**src/rtl/simd_add_pkg.sv**
```systemverilog
// simd_add_pkg: shared defaults, width codes and lane-group mask helpers
// for the SIMD saturating adder.
//   LANE_W_DEF / NLANES_DEF / MODE_W_DEF : default geometry
//   W_LANE / W_PAIR / W_FULL             : group size codes for the 4-lane default
//   group_first_mask(lg) / group_last_mask(lg) : lane masks for groups of 2**lg lanes
package simd_add_pkg;

  localparam int LANE_W_DEF = 8;
  localparam int NLANES_DEF = 4;
  localparam int MODE_W_DEF = 2;

  // Masks are built this wide and truncated by the caller to NLANES bits.
  localparam int MAX_LANES  = 64;

  localparam logic [MODE_W_DEF-1:0] W_LANE = 2'd0;
  localparam logic [MODE_W_DEF-1:0] W_PAIR = 2'd1;
  localparam logic [MODE_W_DEF-1:0] W_FULL = 2'd2;

  // Bit i set when lane i is the lowest lane of its group (carry-in is cut).
  function automatic logic [MAX_LANES-1:0] group_first_mask(input int lg);
    logic [MAX_LANES-1:0] m;
    int gm;
    m  = '0;
    gm = (1 << lg) - 1;
    for (int i = 0; i < MAX_LANES; i++) m[i] = ((i & gm) == 0);
    return m;
  endfunction

  // Bit i set when lane i is the top lane of its group (holds sign/carry).
  function automatic logic [MAX_LANES-1:0] group_last_mask(input int lg);
    logic [MAX_LANES-1:0] m;
    int gm;
    m  = '0;
    gm = (1 << lg) - 1;
    for (int i = 0; i < MAX_LANES; i++) m[i] = ((i & gm) == gm);
    return m;
  endfunction

endpackage

```
**src/rtl/simd_lane_ctrl.sv**
```systemverilog
// simd_lane_ctrl: combinational per-lane group control.
//   i_width   : group size code (2**i_width lanes, clamped to full width)
//   i_signed  : select two's-complement overflow rule
//   i_cout, i_a_msb, i_b_msb, i_s_msb : per-lane carry out and operand/sum MSBs
//   o_grp_first : lane starts a group (its carry-in is forced to 0)
//   o_sat_last  : lane is top of its group (gets the 7F/80 byte when saturating)
//   o_ovf       : group overflow replicated to every lane of the group
//   o_sat_sign  : group-top A sign replicated (1 -> saturate to min)
module simd_lane_ctrl
  import simd_add_pkg::*;
#(
  parameter int NLANES = NLANES_DEF,
  parameter int MODE_W = MODE_W_DEF
) (
  input  logic [MODE_W-1:0] i_width,
  input  logic              i_signed,
  input  logic [NLANES-1:0] i_cout,
  input  logic [NLANES-1:0] i_a_msb,
  input  logic [NLANES-1:0] i_b_msb,
  input  logic [NLANES-1:0] i_s_msb,
  output logic [NLANES-1:0] o_grp_first,
  output logic [NLANES-1:0] o_sat_last,
  output logic [NLANES-1:0] o_ovf,
  output logic [NLANES-1:0] o_sat_sign
);

  localparam int LG_MAX = $clog2(NLANES);
  localparam int IDX_W  = (LG_MAX < 1) ? 1 : LG_MAX;

  int               w_lg;
  logic [IDX_W-1:0] w_gmask;

  assign w_lg    = (int'(i_width) > LG_MAX) ? LG_MAX : int'(i_width);
  assign w_gmask = IDX_W'((1 << w_lg) - 1);

  // Masks depend only on width; kept apart from the overflow logic so the
  // carry chain in the parent never sees a combinational loop.
  assign o_grp_first = NLANES'(group_first_mask(w_lg));
  assign o_sat_last  = NLANES'(group_last_mask(w_lg));

  always_comb begin
    logic [IDX_W-1:0] top;
    o_ovf      = '0;
    o_sat_sign = '0;
    top        = '0;
    for (int i = 0; i < NLANES; i++) begin
      // Top lane of lane i's group: set all in-group index bits.
      top           = IDX_W'(i) | w_gmask;
      o_ovf[i]      = i_signed ? ((i_a_msb[top] == i_b_msb[top]) && (i_s_msb[top] != i_a_msb[top]))
                               : i_cout[top];
      o_sat_sign[i] = i_a_msb[top];
    end
  end

endmodule

```
**src/rtl/simd_sat_pipe_adder.sv**
```systemverilog
// simd_sat_pipe_adder: 2-stage SIMD adder/accumulator with lane grouping,
// overflow detection, optional saturation and sticky overflow flags.
//   clk, rst_n            : clock, synchronous active-low reset
//   in_valid/in_ready     : operand handshake
//   in_a, in_b            : operands, lane i = bits [i*LANE_W +: LANE_W]
//   in_width/signed/sat/acc : per-transaction mode
//   acc_clr, sticky_clr   : accumulator / sticky clear
//   out_valid/out_ready   : result handshake
//   out_sum, out_ovf, out_sticky : result, per-lane overflow, sticky OR
module simd_sat_pipe_adder
  import simd_add_pkg::*;
#(
  parameter int LANE_W = LANE_W_DEF,
  parameter int NLANES = NLANES_DEF,
  parameter int MODE_W = MODE_W_DEF
) (
  input  logic                     clk,
  input  logic                     rst_n,
  input  logic                     in_valid,
  output logic                     in_ready,
  input  logic [NLANES*LANE_W-1:0] in_a,
  input  logic [NLANES*LANE_W-1:0] in_b,
  input  logic [MODE_W-1:0]        in_width,
  input  logic                     in_signed,
  input  logic                     in_sat,
  input  logic                     in_acc,
  input  logic                     acc_clr,
  input  logic                     sticky_clr,
  output logic                     out_valid,
  input  logic                     out_ready,
  output logic [NLANES*LANE_W-1:0] out_sum,
  output logic [NLANES-1:0]        out_ovf,
  output logic [NLANES-1:0]        out_sticky
);

  // S0: operand register
  logic                           r_s0_vld;
  logic [NLANES-1:0][LANE_W-1:0]  r_s0_a, r_s0_b;
  logic [MODE_W-1:0]              r_s0_width;
  logic                           r_s0_signed, r_s0_sat, r_s0_acc;
  // S1: result register and side state
  logic                           r_s1_vld;
  logic [NLANES-1:0][LANE_W-1:0]  r_sum, r_acc;
  logic [NLANES-1:0]              r_ovf, r_sticky;

  logic                           w_s1_load, w_s0_move;
  logic [NLANES-1:0][LANE_W-1:0]  w_b, w_sum, w_res;
  logic [NLANES-1:0]              w_cout, w_a_msb, w_b_msb, w_s_msb;
  logic [NLANES-1:0]              w_grp_first, w_sat_last, w_ovf, w_sat_sign;

  assign w_s1_load = !r_s1_vld || out_ready;
  assign w_s0_move = r_s0_vld && w_s1_load;
  assign in_ready  = !r_s0_vld || w_s1_load;

  // Lane adders with the carry chain cut at group boundaries.
  always_comb begin
    logic c, cin;
    c       = 1'b0;
    cin     = 1'b0;
    w_b     = r_s0_acc ? r_acc : r_s0_b;
    w_sum   = '0;
    w_cout  = '0;
    w_a_msb = '0;
    w_b_msb = '0;
    w_s_msb = '0;
    for (int i = 0; i < NLANES; i++) begin
      cin         = w_grp_first[i] ? 1'b0 : c;
      {c, w_sum[i]} = {1'b0, r_s0_a[i]} + {1'b0, w_b[i]} + (LANE_W+1)'(cin);
      w_cout[i]   = c;
      w_a_msb[i]  = r_s0_a[i][LANE_W-1];
      w_b_msb[i]  = w_b[i][LANE_W-1];
      w_s_msb[i]  = w_sum[i][LANE_W-1];
    end
  end

  simd_lane_ctrl #(.NLANES(NLANES), .MODE_W(MODE_W)) u_ctrl (
    .i_width     (r_s0_width),
    .i_signed    (r_s0_signed),
    .i_cout      (w_cout),
    .i_a_msb     (w_a_msb),
    .i_b_msb     (w_b_msb),
    .i_s_msb     (w_s_msb),
    .o_grp_first (w_grp_first),
    .o_sat_last  (w_sat_last),
    .o_ovf       (w_ovf),
    .o_sat_sign  (w_sat_sign)
  );

  // Saturation: signed groups clamp to 80..00 / 7F..FF with the sign byte on
  // the group top lane; unsigned groups clamp to all ones.
  always_comb begin
    w_res = w_sum;
    for (int i = 0; i < NLANES; i++) begin
      if (r_s0_sat && w_ovf[i]) begin
        if (r_s0_signed) begin
          if (w_sat_sign[i]) w_res[i] = w_sat_last[i] ? {1'b1, {(LANE_W-1){1'b0}}} : '0;
          else               w_res[i] = w_sat_last[i] ? {1'b0, {(LANE_W-1){1'b1}}} : '1;
        end else begin
          w_res[i] = '1;
        end
      end
    end
  end

  always_ff @(posedge clk) begin
    if (!rst_n) begin
      r_s0_vld    <= 1'b0;
      r_s0_a      <= '0;
      r_s0_b      <= '0;
      r_s0_width  <= '0;
      r_s0_signed <= 1'b0;
      r_s0_sat    <= 1'b0;
      r_s0_acc    <= 1'b0;
      r_s1_vld    <= 1'b0;
      r_sum       <= '0;
      r_ovf       <= '0;
      r_sticky    <= '0;
      r_acc       <= '0;
    end else begin
      if (in_ready) begin
        r_s0_vld <= in_valid;
        if (in_valid) begin
          r_s0_a      <= in_a;
          r_s0_b      <= in_b;
          r_s0_width  <= in_width;
          r_s0_signed <= in_signed;
          r_s0_sat    <= in_sat;
          r_s0_acc    <= in_acc;
        end
      end
      if (w_s1_load) begin
        r_s1_vld <= r_s0_vld;
        if (r_s0_vld) begin
          r_sum <= w_res;
          r_ovf <= w_ovf;
        end
      end
      // A set on the same edge as a clear survives.
      r_sticky <= (sticky_clr ? '0 : r_sticky) | (w_s0_move ? w_ovf : '0);
      // Written as the op leaves S0, so the next op in S0 already sees it.
      if (acc_clr)                    r_acc <= '0;
      else if (w_s0_move && r_s0_acc) r_acc <= w_res;
    end
  end

  assign out_valid  = r_s1_vld;
  assign out_sum    = r_sum;
  assign out_ovf    = r_ovf;
  assign out_sticky = r_sticky;

endmodule
```
**config.mk**
```make
export PLATFORM = sky130hd
export DESIGN_NAME = simd_sat_pipe_adder
export DESIGN_NICKNAME = d
export VERILOG_FILES = /design/src/rtl/simd_add_pkg.sv /design/src/rtl/simd_lane_ctrl.sv /design/src/rtl/simd_sat_pipe_adder.sv
export SDC_FILE = /design/constraint.sdc
export NUM_CORES = 1
export LEC_CHECK = 0
export CAP_MARGIN = 20
export CORE_MARGIN = 2
export CORE_UTILIZATION = 35
export CTS_BUF_LIST = sky130_fd_sc_hd__clkbuf_2
export CTS_CLUSTER_SIZE = 25
export DETAILED_ROUTE_END_ITERATION = 6
export PLACE_DENSITY_LB_ADDON = 0.15
export SLEW_MARGIN = 10
export SYNTH_ARGS = -nofsm -noshare
export SYNTH_HDL_FRONTEND = slang
export SYNTH_HIERARCHICAL = 1
export SYNTH_SLANG_ARGS = --single-unit
export TNS_END_PERCENT = 10
```
**constraint.sdc**
```tcl
create_clock -name clk -period 12.3 [get_ports clk]
set_input_delay 2.46 -clock clk [delete_from_list [all_inputs] [get_ports clk]]
set_output_delay 2.46 -clock clk [all_outputs]
set_load 0.005 [all_outputs]
```
==> results of run 1 <==
==> routing by layer <==
metal | vias to the layer above | track usage [%]
met3 | 17 | 3.77
met1 | 3023 | 25.9
met2 | 136 | 28.2
li1 | 3287 | -
met4 | 0 | 4.71
met5 | - | 0
==> worst register-to-register path, delay by kind of cell (launching register included) <==
| family | cells | cell delay (ns) |
|---|---|---|
| AO/OA/AOI/OAI | 16 | 3.61 |
| XOR/XNOR | 1 | 0.22 |
| adder cells (fa/ha/maj) | 6 | 2.46 |
| buffers and inverters | 1 | 0.43 |
| flip-flops | 1 | 0.35 |
| multiplexers | 2 | 0.57 |
| AND/OR/NAND/NOR | 8 | 1.63 |
==> per-stage QoR <==
step	power [mW]	std cells
2_1_floorplan	0.617	892
3_3_place_gp	0.690	1222
3_5_place_dp	0.689	1222
4_1_cts	0.968	1253
5_1_grt	1.01	1254
6_report	0.955	1254
==> placed cells by master (no fill, tap or decap), types with 4 or more instances in the layout <==
| master | n |
|---|---|
| o21ai_0 | 44 |
| inv_1 | 16 |
| a211oi_1 | 28 |
| a31oi_1 | 15 |
| nor2b_1 | 12 |
| or3_1 | 8 |
| o21a_1 | 10 |
| o31a_1 | 7 |
| clkbuf_2 | 22 |
| nor3_1 | 7 |
| dfxtp_1 | 143 |
| buf_4 | 6 |
| xnor2_1 | 11 |
| xor2_1 | 4 |
| fa_1 | 7 |
| and2_1 | 4 |
| nand2b_1 | 11 |
| mux2i_1 | 14 |
| nor2_1 | 56 |
| a21oi_1 | 129 |
| o31ai_1 | 4 |
| mux2_2 | 27 |
| nand2_1 | 170 |
| ha_1 | 29 |
| a21o_1 | 12 |
| clkdlybuf4s50_1 | 116 |
| nand3_1 | 13 |
| clkinv_2 | 4 |
==> final timing paths <==
check	endpoint	start	slack, ns	depth (start not counted)
max	r_acc[1]	r_s0_acc	2.97	34
min	out_ovf[1]	out_ovf[1]	0.47	2
max reg2reg	r_acc[1]	r_s0_acc	2.97	34
min reg2reg	out_ovf[1]	out_ovf[1]	0.47	2
==> power by group through the flow <==
| stage | clock [mW] | sequential [mW] | combinational (mW) |
|---|---|---|---|
| 2_1_floorplan | 0 | 0.506 | 0.111 |
| 3_3_place_gp | 0 | 0.514 | 0.175 |
| 3_5_place_dp | 0 | 0.514 | 0.175 |
| 4_1_cts | 0.287 | 0.505 | 0.176 |
| 5_1_grt | 0.307 | 0.507 | 0.195 |
| 6_report | 0.275 | 0.504 | 0.175 |
==> cell type report <==
cell class	count	area (um^2)	area share, %
multi-input cells	670	4080	46.5
flip-flops and latches	143	2860	32.6
repair buffers	122	1210	13.7
well taps	270	338	3.85
clock inverters	9	118	1.34
clock buffers	22	110	1.25
inverters	17	63.8	0.727
diodes	1	2.50	0.0285
==> flip-flops by register name (all words and copies together), names as in the netlist, 2 cells and up <==
register / flops
r_s0_a: 32
r_acc: 32
out_sticky: 4
out_ovf: 4
out_sum: 32
r_s0_b: 32
r_s0_width: 2
==> results.ini, run 1 <==
[yosys]
synthesis.nets = 1003
syn_inst = 892
netlist_area_um2 = 7270
ys_warn_count = 6
syn_area_per_cell_um2 = 8.15

[power_and_ir_drop]
p_int_uw = 685
pwr-share-comb_pct = 18.4
p_seq_share_pct = 52.8
leakage_nw = 3.44
vdd_drop_max_mv = 0.0560
p_clk_share_pct = 28.8
power_density_nw_per_um2 = 109
swShare_pct = 28.3
power.switching_uw = 270

[sta]
slew-limit-headroom_pct = 26.2
setup_tns_ns = 0
hold_slack_ns = 0.467
period_share_pct = 75.9
rsz0062_at_grt = false
setup_slack_ns = 2.97
fmax_ghz = 0.107
setup_viol = 0
hold_viol = 0
worst_slew_pin_slew_ns = 1.11
fin_crit_ns = 9.33
slew_violations = 0
finalClockSkew_ns = 0.0284

[clock_network]
clk_latency_ns = 0.70
cts.root.buffer_cell = clkbuf_2
cts_tree = done
ctsResizeCount = 0
cts_buffers = 17
postCtsSetupBuffers = 0
path_clk_slew_ns = 0.19
hold_buffers = 0
cts.sinks = 143
clockBufferDepth = 2
htree_levels = 4

[routing]
drt_iter0_markers = 345
drt_pass1_iterations = 5
dr_wl_met2_mm = 8.92
wl_met1_mm = 10.1
routed.top_layer = met4
vias = 6463
drc_errors = 0
ant_nets = 0
viasPerCell = 5.15
wl_met3_um = 788
post_drt_wl_per_cell_um = 16.0
routed_wl_mm = 20.0

[setup_path]
critPathKind = flip-flop to flip-flop
critPathBufInv = 1
crit_path_end_kind = flip-flop
slowest_stage = a21oi_1
max_stage_delay_ns = 0.64
path_max_fanout = 35
cp.required_ns = 12.91
cp_common_cell = fa_1
critical_path.startpoint_type = flip-flop
critPathTopFamily = compound AO/OA/AOI/OAI gates
crit_arrival_ns = 9.94

[layout]
finalInstanceArea_um2 = 8780
utilization_pct = 43.3
finalNetCount = 1082
drive_gt1_share_pct = 7.63
n_fill_cell = 2114
area_delta_synth_final_pct = 20.9

[placement]
dp_slack_ns = 3.11
hpwlAfterDp_mm = 13.8
place_area_um2 = 8550
io_buffers = 116
place.gp.congestion = 0.851

[floorplan]
io_pins = 117
die_h_um = 148
num_rows = 52
core_area_um2 = 20300
die_area_um2 = 21900
start_util_pct = 35.8
die_x_um = 148

[run_status]
status = finished clean

[job]
cap_violations = 0

[global_route]
grt_overflow = 0
grt_first_pass_wirelength_mm = 31.7
grt_pass1_vias = 5928
antenna_found_initial = 1
track_usage_pct = 18.2
grt_max_degree = 96

[min_path]
min_path_type = flip-flop to flip-flop

Power figures use the tool's default switching activity.
==> inputs of run 2 (changes only) <==
==> constraint.sdc (replaced) <==
create_clock -name clk -period 9 [get_ports clk]
set_input_delay 1.8 -clock clk [delete_from_list [all_inputs] [get_ports clk]]
set_output_delay 1.8 -clock clk [all_outputs]
set_load 0.005 [all_outputs]
==> results.ini, run 2 (synthesized netlist as in run 1, its figures left out) <==
[routing]
vias = 6480  ; was 6463
viasPerCell = 5.13  ; was 5.15
post_drt_wl_per_cell_um = 16.2  ; was 16.0 um
drc_errors = 0  ; unchanged
ant_nets = 0  ; unchanged
drt_pass1_iterations = 4  ; was 5
drt_iter0_markers = 377  ; was 345
routed_wl_mm = 20.5  ; was 20.0 mm

[floorplan]
die_x_um = 148  ; unchanged
start_util_pct = 35.8  ; unchanged
num_rows = 52  ; unchanged
die_h_um = 148  ; unchanged
die_area_um2 = 21900  ; unchanged
io_pins = 117  ; unchanged
core_area_um2 = 20300  ; unchanged

[layout]
finalNetCount = 1091  ; was 1082
area_delta_synth_final_pct = 22.6  ; was 20.9%
finalNonFillerCells = 1263  ; was 1254
layout_commonest_cell = nand2_1  ; unchanged
utilization_pct = 43.9  ; was 43.3%
drive_gt1_share_pct = 9.27  ; was 7.63%
mostFrequentLayoutCells = 168 x nand2_1, 142 x dfxtp_1, 128 x a21oi_1  ; was 170 x nand2_1, 143 x dfxtp_1, 129 x a21oi_1

[setup_path]
worstReg2RegStart = r_s0_acc  ; unchanged
cp_common_cell = fa_1  ; unchanged
reg2regPathDepth = 34  ; unchanged
r2r_end = r_acc[23]  ; was r_acc[1]
max_stage_delay_ns = 0.45  ; was 0.64 ns
critical_path.startpoint_type = flip-flop  ; unchanged
startpoint = r_s0_acc  ; unchanged
critPathKind = flip-flop to flip-flop  ; unchanged
crit_path_end_kind = flip-flop  ; unchanged
cp.required_ns = 9.60  ; was 12.91 ns
critPathTopFamily = compound AO/OA/AOI/OAI gates  ; unchanged
slowest_stage = mux4_2  ; was a21oi_1
path_max_fanout = 9  ; was 35
crit_arrival_ns = 9.10  ; was 9.94 ns
critPathBufInv = 1  ; unchanged
r2r_setup_slack_ns = 0.50  ; was 2.97 ns

[power_and_ir_drop]
power_density_nw_per_um2 = 148  ; was 109 nW/um^2
pwr-share-comb_pct = 18.5  ; was 18.4%
vdd_drop_max_mv = 0.0872  ; was 0.0560 mV
p_int_uw = 934  ; was 685 uW
leakage_nw = 3.50  ; was 3.44 nW
swShare_pct = 29.1  ; was 28.3%
p_clk_share_pct = 29.1  ; was 28.8%
p_seq_share_pct = 52.4  ; was 52.8%
power.switching_uw = 383  ; was 270 uW

[global_route]
grt_max_degree = 96  ; unchanged
grt_pass1_vias = 6062  ; was 5928
grt_overflow = 0  ; unchanged
grt_first_pass_wirelength_mm = 33.0  ; was 31.7 mm
track_usage_pct = 19.0  ; was 18.2%
antenna_found_initial = 1  ; unchanged

[clock_network]
clk_latency_ns = 0.70  ; about the same
cts.sinks = 143  ; unchanged
hold_buffers = 0  ; unchanged
cts_buffers = 17  ; unchanged
cts_tree = done  ; unchanged
clockBufferDepth = 2  ; unchanged
cts.root.buffer_cell = clkbuf_2  ; unchanged
path_clk_slew_ns = 0.20  ; was 0.19 ns
htree_levels = 4  ; unchanged

[sta]
fmax_ghz = 0.118  ; was 0.107 GHz
slew-limit-headroom_pct = 27.3  ; was 26.2%
worst_slew_pin_slew_ns = 1.09  ; was 1.11 ns
fin_crit_ns = 8.50  ; was 9.33 ns
slew_violations = 0  ; unchanged
finalClockSkew_ns = 0.0330  ; was 0.0284 ns
hold_slack_ns = 0.471  ; was 0.467 ns
period_share_pct = 94.5  ; was 75.9%
setup_viol = 0  ; unchanged
hold_viol = 0  ; unchanged

[min_path]
min_path_type = flip-flop to flip-flop  ; unchanged
hold_depth = 2  ; unchanged
worstHoldStart = r_s0_b[11]  ; was out_ovf[1]
worstHoldEndpoint = r_s0_b[11]  ; was out_ovf[1]

[placement]
hpwlAfterDp_mm = 14.2  ; was 13.8 mm
place_inst = 1227  ; was 1222
place.gp.congestion = 0.856  ; was 0.851
io_buffers = 116  ; unchanged

[job]
cap_violations = 0  ; unchanged

[run_status]
status = finished clean  ; unchanged

-- run 2: cell types whose count changed in the layout (fill, tap and decap cells not counted), sizes merged --
cell,before,now
clkbuf,22,18
inv,17,18
buf,6,15
clkinv,6,8
clkinvlp,0,1
-- run 2: worst reg2reg max path: cells and delay by family, from the launching register on --
family | cells | cell delay [ns]
compound gates | 15 | 2.69
xor+xnor | 1 | 0.15
flops | 1 | 0.41
simple gates | 9 | 1.73
mux | 2 | 0.80
fa+ha+maj | 6 | 2.44
buf+inv | 1 | 0.19
-- run 2: how the worst max path moves through the flow --
stage                     cells past startpoint     endpoint  slack (ns)
after global routing                         35  out_sum[17]       -0.03
after detailed placement                     34  out_sum[14]        0.35
after global placement                       34  out_sum[14]        0.60
after CTS                                    34    r_acc[23]        0.27
after floorplan                              36    r_acc[23]        0.89
final                                        34    r_acc[23]        0.50
-- run 2: stage by stage --
step           cell area [um^2]  total power, mW  setup slack, ns  setup TNS, ns
2_1_floorplan              7270            0.843            0.886              0
3_3_place_gp               8590            0.945            0.597              0
3_5_place_dp               8590            0.945            0.355              0
4_1_cts                    8820             1.33            0.274              0
5_1_grt                    8910             1.39          -0.0281        -0.0281
6_report                   8910             1.32            0.499              0
-- run 2: routing by layer --
metal  wire length (um)  GRT usage, %  vias to the layer above  part of all wire (%)
li1                   -             -                     3304                     -
met1              10200          27.3                     3010                    50
met2               9150          29.6                      148                    45
met3                890          3.65                       18                   4.3
met4                261          4.43                        0                   1.3
met5                  0             0                        -                     0
-- run 2: power groups by stage --
stage / Sequential (mW) / Clock, mW / Combinational (mW)
finish: 0.690 / 0.383 / 0.243
global placement: 0.703 / 0 / 0.241
CTS: 0.691 / 0.397 / 0.243
detailed placement: 0.703 / 0 / 0.241
floorplan: 0.691 / 0 / 0.152
global route: 0.695 / 0.421 / 0.272
-- run 2: cell type report --
class                           instances  area [um^2]
Inverter                               17         63.8
Antenna cell                            1         2.50
Timing Repair Buffer                  131         1270
Clock inverter                         13          146
Fill cell                            2123        11400
Sequential cell                       143         2860
Clock buffer                           18         90.1
Multi-Input combinational cell        670         4130
Tap cell                              270          338
-- run 2: repair_timing --
item,in CTS,in global routing
gates resized for setup,0,13
setup endpoints to repair,0,64
buffers inserted,0,4
==> patch (settings of run 2) <==
The package constant `MAX_LANES` goes from 64 to 32.
--- a/src/rtl/simd_add_pkg.sv
+++ b/src/rtl/simd_add_pkg.sv
@@ -12,3 +12,3 @@
   // Masks are built this wide and truncated by the caller to NLANES bits.
-  localparam int MAX_LANES  = 64;
+  localparam int MAX_LANES  = 32;
 
Formal check against the unedited RTL: equivalent (equiv_simple and equiv_induct, registers matched by name and starting in step).
==> patch against run 2 <==
- worst setup slack gained 180 ps
- wire length did not move
- total power decreased by 1.5%
- die area up 4.3%
- critical endpoint is now r_acc[13]$_SDFFE_PP0P_
- sequential cell count unchanged
- worst hold slack better by 11 ps
- area after synthesis grew 4.5%
- global-route usage is 0.69 points lower
- cell area grew 2.7%
- fmax is 2.2% higher
- largest power group unchanged
- synthesized cell count shrank 0.22%
==> patch: results (changes against run 2) <==
* Outcome: complete, no violations (unchanged)
* Pre-CTS setup slack at 328 ps (was 355 ps)
* Synthesis Warnings at 6 (unchanged)
* Max Slew Vio Count at 0 (unchanged)
* CP max-delay cell: dfxtp_2 (was mux4_2)
* First-pass GRT wire length at 32,500 um (was 33,000 um)
* Placed cell area at 8880 sq um (was 8590 sq um)
* Hold Path Class: flop to flop (unchanged)
* Crit path max fanout at 14 (was 9)
* Syn_nets at 1,001 (was 1,003)
* CTS H-tree lvls at 4 (unchanged)
* Vias per Instance at 5.10 (was 5.13)
* Final HPWL DP at 14,400 um (was 14,200 um)
* Peak VDD IR at 0.0000846 V (was 0.0000872 V)
* Vias in the first global route at 6,308 (was 6,062)
* Placed cells at 1,232 (was 1,227)
* Leak pwr at 0.00368 uW (was 0.00350 uW)
* Largest net degree at the start of global routing at 70 (was 96)
* Starting DRT DRC Count at 308 (was 377)
* Clk Latency, worst-skew pair at 750 ps (was 700 ps)
* Final nets at 1,089 (was 1,091)
* Detailed Routing Iterations Pass 1 at 6 (was 4)
* Fillers at 2,140 (was 2,123)
* DR vias at 6,465 (was 6,480)
* GR Util met1 at 23.8% (was 27.3%)
* Clock Skew at 46.4 ps (was 33.0 ps)
* CP max stage delay at 470 ps (was 450 ps)
* Root buf cell: clkbuf_2 (unchanged)
* Initial antenna violation count at 1 (unchanged)
* Tightest Pin Transition at 1040 ps (was 1090 ps)
* Ratio of cells with drive above 1 in the final layout at 10.1% (was 9.27%)
* Worst-case clock buffer depth at 2 (unchanged)
* RD Place Congestion at 0.881 (was 0.856)
* Grt met3 use at 3.83% (was 3.65%)
* Gr usage total at 18.3% (was 19.0%)
* WP data arrival at 9000 ps (was 9100 ps)
* Avg WL per Cell at 16.2 um (about the same)
* Avg Inst Size Synth at 8.53 sq um (was 8.15 sq um)
* I/O Buffers at 116 (unchanged)
* Met2 Use GR at 31.1% (was 29.6%)
* CTS buffer count at 17 (unchanged)
* CTS clock-pin slew for the worst setup and hold paths at 220 ps (was 200 ps)
==> patch: area by class of cell <==
type | count | area share, %
multi-input combinational | 671 | 48.2
sequential | 143 | 31.3
inverter | 17 | 0.697
antenna | 1 | 0.0273
clock inverter | 13 | 1.34
timing repair buffer | 128 | 13.6
tap | 275 | 3.76
clock buffer | 19 | 1.04
==> patch: path summary, 6_finish.rpt <==
kind / from / end / slack, ps / cells past startpoint
max: r_s0_acc$_SDFFE_PN0P_ / r_acc[13]$_SDFFE_PP0P_ / 680 / 35
min: r_s0_a[24]$_SDFFE_PN0P_ / r_s0_a[24]$_SDFFE_PN0P_ / 480 / 2
max reg2reg: r_s0_acc$_SDFFE_PN0P_ / r_acc[13]$_SDFFE_PP0P_ / 680 / 35
min reg2reg: r_s0_a[24]$_SDFFE_PN0P_ / r_s0_a[24]$_SDFFE_PN0P_ / 480 / 2
==> patch: where the power goes <==
group | leakage (uW) | total (uW) | internal (uW) | switching, uW
Combinational | 0.00238 | 244 | 121 | 122
Clock | 0.000130 | 363 | 124 | 238
Sequential | 0.00117 | 691 | 665 | 25.6
Total | 0.00368 | 1300 | 911 | 387
==> patch: layer usage <==
layer,wire length [um],up-vias
met3,866,21
met2,9520,135
met5,0,-
met1,9860,3012
li1,-,3297
met4,261,0
==> patch: worst max-delay path: cells and delay by family, from the launching register on <==
kind,cells,cell delay [ps]
AO/OA/AOI/OAI,18,3130
adder cells (fa/ha/maj),7,2790
buffers and inverters,2,340
flip-flops,1,470
multiplexers,1,370
AND/OR/NAND/NOR,7,1130
==> patch: stage by stage <==
| step | utilization [%] | total power (uW) |
|---|---|---|
| 2_1_floorplan | - | 845 |
| 3_3_place_gp | 42.0 | 945 |
| 3_5_place_dp | 42.0 | 946 |
| 4_1_cts | 43.0 | 1310 |
| 5_1_grt | 43.3 | 1370 |
| 6_report | 43.3 | 1300 |
==> patch: what timing repair did <==
action / in CTS / in global routing
setup endpoints to repair: 0 / 52
gates resized for setup: 0 / 8
buffers inserted: 0 / 2
